`src/rtl/quad_encoder_pkg.sv`:
```
// rtl/quad_encoder_pkg.sv - shared types and helpers for the quadrature encoder emulator
package quad_encoder_pkg;

    typedef enum logic [1:0] {
        SPD_QUARTER = 2'd0,
        SPD_HALF    = 2'd1,
        SPD_UNITY   = 2'd2,
        SPD_DOUBLE  = 2'd3
    } speed_t;

    // Encoding is the {qa,qb} pair itself so the outputs come straight off the state register
    typedef enum logic [1:0] {
        Q00 = 2'b00,
        Q01 = 2'b01,
        Q11 = 2'b11,
        Q10 = 2'b10
    } qstate_t;

    // Gray sequence 00->01->11->10 for dir=0, reversed for dir=1
    function automatic qstate_t next_q(input qstate_t q, input logic dir);
        qstate_t n;
        case (q)
            Q00:     n = dir ? Q10 : Q01;
            Q01:     n = dir ? Q00 : Q11;
            Q11:     n = dir ? Q01 : Q10;
            Q10:     n = dir ? Q11 : Q00;
            default: n = Q00;
        endcase
        return n;
    endfunction

    // Add two values and clamp symmetrically to +/-(2^(acc_w-1)-1); acc_w must be <= 31
    function automatic logic signed [31:0] sat_add(input logic signed [31:0] a,
                                                   input logic signed [31:0] b,
                                                   input int acc_w);
        logic signed [32:0] sum;
        logic signed [32:0] lim_pos;
        logic signed [32:0] lim_neg;
        sum     = 33'(a) + 33'(b);
        lim_pos = (33'sd1 <<< (acc_w - 1)) - 33'sd1;
        lim_neg = -lim_pos;
        if (sum > lim_pos) begin
            sum = lim_pos;
        end else if (sum < lim_neg) begin
            sum = lim_neg;
        end
        return sum[31:0];
    endfunction

endpackage

```
`src/rtl/quad_encoder_emu_if.sv`:
```
// rtl/quad_encoder_emu_if.sv - delta input and quadrature output bundle
interface quad_encoder_emu_if #(
    parameter int NUM_AXES = 2,
    parameter int DELTA_W  = 9
) ();
    import quad_encoder_pkg::*;

    logic [NUM_AXES*DELTA_W-1:0] delta;
    logic [NUM_AXES-1:0]         delta_valid;
    speed_t                      speed;
    logic [NUM_AXES-1:0]         flip;
    logic [NUM_AXES-1:0]         qa;
    logic [NUM_AXES-1:0]         qb;
    logic [NUM_AXES-1:0]         step_clk;
    logic [NUM_AXES-1:0]         step_dir;
    logic [NUM_AXES-1:0]         busy;

    modport master (
        output delta, delta_valid, speed, flip,
        input  qa, qb, step_clk, step_dir, busy
    );

    modport slave (
        input  delta, delta_valid, speed, flip,
        output qa, qb, step_clk, step_dir, busy
    );

endinterface

```
`src/rtl/quad_axis.sv`:
```
// rtl/quad_axis.sv - one encoder axis: delta scaling, pending accumulator, step timer, phase FSM
module quad_axis
    import quad_encoder_pkg::*;
#(
    parameter int DELTA_W      = 9,
    parameter int ACC_W        = 12,
    parameter int DIV_W        = 16,
    parameter int STEP_PERIOD  = 3000,
    parameter int BURST_THRESH = 64
) (
    input  logic               clk,
    input  logic               reset,
    input  logic [DELTA_W-1:0] delta,
    input  logic               delta_valid,
    input  speed_t             speed,
    input  logic               flip,
    output logic               qa,
    output logic               qb,
    output logic               step_clk,
    output logic               step_dir,
    output logic               busy
);

    localparam int              PERIOD_BURST = STEP_PERIOD >> 1;
    localparam logic [DIV_W-1:0] RELOAD_NORM  = DIV_W'(STEP_PERIOD - 1);
    localparam logic [DIV_W-1:0] RELOAD_BURST = DIV_W'(PERIOD_BURST - 1);

    logic signed [ACC_W-1:0] pending;
    logic [DIV_W-1:0]        counter;
    qstate_t                 q;

    logic signed [ACC_W-1:0] d_ext;
    logic [ACC_W-1:0]        mag;
    logic [ACC_W-1:0]        shifted;
    logic signed [ACC_W-1:0] scaled;

    logic                    fire;
    logic                    dir;
    logic signed [31:0]      pend32;
    logic signed [31:0]      abs32;
    logic signed [31:0]      step32;
    logic signed [31:0]      inc32;
    logic signed [ACC_W-1:0] pend_next;
    logic [DIV_W-1:0]        reload;

    // Scale the delta on its magnitude so right shifts truncate toward zero; x2 fits in ACC_W
    always_comb begin
        d_ext = ACC_W'($signed(delta));
        mag   = d_ext[ACC_W-1] ? -d_ext : d_ext;
        case (speed)
            SPD_QUARTER: shifted = mag >> 2;
            SPD_HALF:    shifted = mag >> 1;
            SPD_UNITY:   shifted = mag;
            SPD_DOUBLE:  shifted = mag << 1;
            default:     shifted = mag;
        endcase
        scaled = d_ext[ACC_W-1] ? -$signed(shifted) : $signed(shifted);
    end

    // Step decision, next pending value and timer reload; strobe and step combine in one update
    always_comb begin
        fire      = (counter == '0) && (pending != '0);
        dir       = pending[ACC_W-1] ^ flip;
        pend32    = 32'(pending);
        abs32     = pending[ACC_W-1] ? -pend32 : pend32;
        reload    = (abs32 > BURST_THRESH) ? RELOAD_BURST : RELOAD_NORM;
        step32    = !fire ? 32'sd0 : (pending[ACC_W-1] ? -32'sd1 : 32'sd1);
        inc32     = delta_valid ? 32'(scaled) : 32'sd0;
        pend_next = ACC_W'(sat_add(pend32, inc32 - step32, ACC_W));
    end

    // Accumulator, step timer and phase FSM; outputs update on the edge that emits the step
    always_ff @(posedge clk) begin
        if (reset) begin
            pending  <= '0;
            counter  <= '0;
            q        <= Q00;
            step_clk <= 1'b0;
            step_dir <= 1'b0;
        end else begin
            pending <= pend_next;
            if (fire) begin
                counter  <= reload;
                q        <= next_q(q, dir);
                step_clk <= ~step_clk;
                step_dir <= dir;
            end else if (counter != '0) begin
                counter <= counter - DIV_W'(1);
            end
        end
    end

    assign qa   = q[1];
    assign qb   = q[0];
    assign busy = (pending != '0);

endmodule

```
`src/rtl/quad_encoder_emu.sv`:
```
// rtl/quad_encoder_emu.sv - N-axis quadrature encoder emulator top, one quad_axis per axis
module quad_encoder_emu
    import quad_encoder_pkg::*;
#(
    parameter int NUM_AXES     = 2,
    parameter int DELTA_W      = 9,
    parameter int ACC_W        = 12,
    parameter int DIV_W        = 16,
    parameter int STEP_PERIOD  = 3000,
    parameter int BURST_THRESH = 64
) (
    input logic               clk,
    input logic               reset,
    quad_encoder_emu_if.slave bus
);

    logic [NUM_AXES-1:0] qa_w;
    logic [NUM_AXES-1:0] qb_w;
    logic [NUM_AXES-1:0] step_clk_w;
    logic [NUM_AXES-1:0] step_dir_w;
    logic [NUM_AXES-1:0] busy_w;

    // Each axis is independent; the top only slices the packed buses
    for (genvar i = 0; i < NUM_AXES; i++) begin : g_axis
        quad_axis #(
            .DELTA_W      (DELTA_W),
            .ACC_W        (ACC_W),
            .DIV_W        (DIV_W),
            .STEP_PERIOD  (STEP_PERIOD),
            .BURST_THRESH (BURST_THRESH)
        ) u_axis (
            .clk         (clk),
            .reset       (reset),
            .delta       (bus.delta[i*DELTA_W +: DELTA_W]),
            .delta_valid (bus.delta_valid[i]),
            .speed       (bus.speed),
            .flip        (bus.flip[i]),
            .qa          (qa_w[i]),
            .qb          (qb_w[i]),
            .step_clk    (step_clk_w[i]),
            .step_dir    (step_dir_w[i]),
            .busy        (busy_w[i])
        );
    end

    assign bus.qa       = qa_w;
    assign bus.qb       = qb_w;
    assign bus.step_clk = step_clk_w;
    assign bus.step_dir = step_dir_w;
    assign bus.busy     = busy_w;

endmodule

```
`src/flat_wrapper.sv`:
```
// flat-port wrapper written by rule: the top's interface ports become plain ports
module quad_encoder_emu_flat import quad_encoder_pkg::*;
#(
    parameter int NUM_AXES     = 2,
    parameter int DELTA_W      = 9,
    parameter int ACC_W        = 12,
    parameter int DIV_W        = 16,
    parameter int STEP_PERIOD  = 3000,
    parameter int BURST_THRESH = 64
)
  (clk, reset, bus_delta, bus_delta_valid, bus_speed, bus_flip, bus_qa, bus_qb, bus_step_clk, bus_step_dir, bus_busy);
  quad_encoder_emu_if #(.NUM_AXES(NUM_AXES), .DELTA_W(DELTA_W)) bus_i ();
  input logic clk;
  input logic reset;
  input wire logic [$bits(bus_i.delta)-1:0] bus_delta;
  input wire logic [$bits(bus_i.delta_valid)-1:0] bus_delta_valid;
  input wire logic [$bits(bus_i.speed)-1:0] bus_speed;
  input wire logic [$bits(bus_i.flip)-1:0] bus_flip;
  output wire logic [$bits(bus_i.qa)-1:0] bus_qa;
  output wire logic [$bits(bus_i.qb)-1:0] bus_qb;
  output wire logic [$bits(bus_i.step_clk)-1:0] bus_step_clk;
  output wire logic [$bits(bus_i.step_dir)-1:0] bus_step_dir;
  output wire logic [$bits(bus_i.busy)-1:0] bus_busy;
  assign bus_i.delta = bus_delta;
  assign bus_i.delta_valid = bus_delta_valid;
  assign bus_i.speed = bus_speed;
  assign bus_i.flip = bus_flip;
  assign bus_qa = bus_i.qa;
  assign bus_qb = bus_i.qb;
  assign bus_step_clk = bus_i.step_clk;
  assign bus_step_dir = bus_i.step_dir;
  assign bus_busy = bus_i.busy;
  quad_encoder_emu #(.NUM_AXES(NUM_AXES), .DELTA_W(DELTA_W), .ACC_W(ACC_W), .DIV_W(DIV_W), .STEP_PERIOD(STEP_PERIOD), .BURST_THRESH(BURST_THRESH)) u_core (.clk(clk), .reset(reset), .bus(bus_i));
endmodule
```
`config.mk`:
```
export PLATFORM = sky130hd
export DESIGN_NAME = quad_encoder_emu_flat
export DESIGN_NICKNAME = d
export VERILOG_FILES = /design/src/rtl/quad_encoder_pkg.sv /design/src/rtl/quad_encoder_emu_if.sv /design/src/rtl/quad_axis.sv /design/src/rtl/quad_encoder_emu.sv /design/src/flat_wrapper.sv
export SDC_FILE = /design/constraint.sdc
export NUM_CORES = 1
export LEC_CHECK = 0
export BUFFER_PORTS_ARGS = -buffer_cell sky130_fd_sc_hd__buf_2
export CAP_MARGIN = 10
export CELL_PAD_IN_SITES_DETAIL_PLACEMENT = 0
export CELL_PAD_IN_SITES_GLOBAL_PLACEMENT = 1
export CORE_ASPECT_RATIO = 0.6
export CORE_UTILIZATION = 40
export DETAILED_ROUTE_END_ITERATION = 12
export PLACE_DENSITY_LB_ADDON = 0.05
export REMOVE_ABC_BUFFERS = 1
export SLEW_MARGIN = 20
export SYNTH_ARGS = -nofsm -noshare
export SYNTH_HDL_FRONTEND = slang
export SYNTH_SLANG_ARGS = --single-unit
```
`constraint.sdc`:
```
create_clock -name clk -period 7.9 [get_ports clk]
set_clock_uncertainty 0.1 [all_clocks]
set_input_delay 1.185 -clock clk [delete_from_list [all_inputs] [get_ports clk]]
set_output_delay 1.185 -clock clk [all_outputs]
set_load 0.01 [all_outputs]
```
==> impl_metrics.tcl <==
set metrics [dict create \
    final_util 0.592 \
    top_usage_layer "met1" \
    slowest_delay_ps 590 \
    ios 36 \
    use_met3 0.0578 \
    clkSinkCount 64 \
    wl_um 39100 \
    ys_ff_latch 64 \
    worstMarginPinSlew_ps 754 \
    worst-path-buf-inv 7 \
    met1_usage 0.463 \
    grt_pass1_vias 11200 \
    ys_warn_count 0 \
    cpMostUsedCell "buf_6" \
    gp_congestion 0.945 \
    hp-class "reg2reg" \
    synth-edff-count 0 \
    fin_area_um2 15600 \
    start_util 0.407 \
    nNetsFinal 2065 \
    antenna_found_initial 0 \
    status "completed" \
    path_class "in2reg" \
    fillers 2467 \
    grt_max_degree 42 \
    wl_per_cell_um 17.1 \
    clock_path_buffers 2 \
    drc 0 \
    synth_area_um2 10700 \
    crit_fanout 5 \
    slew_violations 0 \
    diodes 0 \
    post-dp-hpwl_um 31300 \
    vias_per_cell 5.61 \
    hold_viol_final 0 \
    required_ps 7990 \
    dieHeight_um 129 \
    reg2regPathDepth 37 \
    synth.avg_cell_area_um2 6.98 \
    clk_pin_slew_ps 60 \
    drt_iter0_markers 1015 \
    vias 12800 \
    syn_to_final_growth_pct 45.4 \
    rows 46 \
    cts_htree_levels 3 \
    ys.flop_type "dfxtp_1" \
    setup_viol 0 \
    cts_tree "built" \
    numCtsBuffers 9 \
    powerDensity_nw_per_um2 471 \
    grt-ovfl-total 0 \
    drive_gt1_frac 0.350 \
    rsz0062_at_grt "yes" \
    drt_pass1_iterations 5 \
    die_x_um 214 \
    finalCritPeriodShare 0.990 \
    grt_first_pass_wirelength_um 59500 \
    syn_inst 1539 \
    cp_top_family "simple AND/OR/NAND/NOR gates" \
    hold_depth 2 \
    synth.distinct_cells 77 \
    peakVddDrop_mv 0.197 \
    ant_nets 0 \
    fmax_mhz 128 \
    slew_headroom 0.496 \
    worst_setup_path_start_kind "primary input" \
    clkLatencyLatePin_ps 330 \
    arrival_ps 7910 \
    min_period_ps 7820 \
    numPortBuffers 35 \
    async_flop_share 0 \
    synth-seq-area-share 0.119 \
    drv_cap 0 \
    dpl-instance-area_um2 13900 \
    cts-root-buf "clkbuf_16" \
    cp-end-kind "flip-flop" \
    design.die.area_um2 27500 \
    core_area_um2 26400 \
    p_total_mw 7.37 \
    crit_slowest_cell "fa_1" \
    power.leakage_nw 6.97 \
    groute.usage.overall 0.272 \
    crit_cells 32 \
    grtUsageMet2 0.338 \
]
==> path summary, 6_finish.rpt <==
| check | to | slack [ps] | startpoint |
|---|---|---|---|
| max | u_core.g_axis[0].u_axis.pending[0]$_SDFF_PP0_ | 80 | bus_delta[1] |
| min | u_core.g_axis[1].u_axis.counter[6]$_SDFFE_PP0P_ | 370 | u_core.g_axis[1].u_axis.counter[6]$_SDFFE_PP0P_ |
| max reg2reg | u_core.g_axis[0].u_axis.pending[0]$_SDFF_PP0_ | 510 | u_core.g_axis[0].u_axis.pending[4]$_SDFF_PP0_ |
| min reg2reg | u_core.g_axis[1].u_axis.counter[6]$_SDFFE_PP0P_ | 370 | u_core.g_axis[1].u_axis.counter[6]$_SDFFE_PP0P_ |
==> final cells by class <==
class,count,area [um2],share of cell area
Multi-Input combinational cell,1321,9960,0.637
Timing Repair Buffer,445,3340,0.214
Sequential cell,64,1280,0.0820
Tap cell,360,450,0.0288
Inverter,82,308,0.0197
Clock buffer,11,253,0.0162
Clock inverter,5,38.8,0.00248
==> worst min-delay path: cells and delay by family, from the launching register on <==
kind / cells / cell delay (ps)
DFF: 1 / 320
and+or+nand+nor: 1 / 60
AOI/OAI and AO/OA: 1 / 50
==> what timing repair did <==
action | in CTS | in global routing
hold buffers | 0 | 0
pin swaps | 12 | 95
cloned | 0 | 1
setup buffers | 2 | 34
hold endpoints to repair | 0 | 0
resized for setup | 57 | 231
setup endpoints to repair | 22 | 24
==> synth_stat cells, types with 22 or more instances <==
| library cell | n | area (um2) |
|---|---|---|
| a21oi_1 | 144 | 721 |
| nand2_1 | 143 | 537 |
| nor2_1 | 132 | 495 |
| o21ai_0 | 123 | 616 |
| ha_1 | 102 | 1280 |
| inv_1 | 79 | 297 |
| dfxtp_1 | 64 | 1280 |
| clkbuf_1 | 56 | 210 |
| nor3_1 | 53 | 265 |
| xnor2_1 | 48 | 420 |
| xor2_1 | 42 | 368 |
| nand3_1 | 36 | 180 |
| nand4_1 | 35 | 219 |
| a21o_1 | 32 | 240 |
| a211oi_1 | 29 | 218 |
| and2_1 | 26 | 163 |
| or3_1 | 24 | 150 |
| mux2i_1 | 23 | 230 |
| nor4_1 | 23 | 144 |
| o21bai_1 | 22 | 165 |
==> metal layers <==
| metal | wire length (um) | vias up |
|---|---|---|
| met2 | 14400 | 347 |
| li1 | - | 6457 |
| met5 | 0 | - |
| met3 | 2710 | 11 |
| met1 | 22000 | 6029 |
| met4 | 109 | 0 |
==> cells by family (layout without fill, tap and decap cells) <==
group           Yosys count  in the layout  share of synthesized area
simple gates            579            579                      0.272
compound gates          503            503                      0.297
buf+inv                 154            543                     0.0581
fa+ha+maj               116            116                      0.145
xor+xnor                 90             90                     0.0734
flops                    64             64                      0.119
mux                      33             33                     0.0350
==> placed cells by master (no fill, tap or decap), types with 35 or more instances in the layout <==
cell / Yosys / final
buf_4: 10 / 393
xnor2_1: 48 / 47
a21oi_1: 144 / 112
o21ai_0: 123 / 86
nor2_1: 132 / 123
xor2_1: 42 / 40
nand4_1: 35 / 35
inv_1: 79 / 75
ha_1: 102 / 84
nand2_1: 143 / 136
nor3_1: 53 / 38
dfxtp_1: 64 / 64
==> per-stage QoR <==
step                std cells  setup TNS [ps]  hold slack (ps)  setup slack (ps)
floorplan                1467           -1740              337              -134
global placement         2237          -17700              359              -892
detailed placement       2237          -16900              361              -874
CTS                      2255           -28.9              371             -28.9
global route             2288           -2490              410              -175
finish                   2288               0              374              79.0
==> registers in the layout (all words and copies together) (netlist names) <==
signal,cells
u_core.g_axis.u_axis.counter,32
u_core.g_axis.u_axis.pending,24
u_core.g_axis.u_axis.q,4
u_core.g_axis.u_axis.step_clk,2
u_core.g_axis.u_axis.step_dir,2
==> report_power, final <==
group	internal, mW	switching [mW]
registers	0.450	0.147
logic	2.96	3.42
clock network	0.232	0.152
No activity file was read; power rests on OpenSTA's default activity.
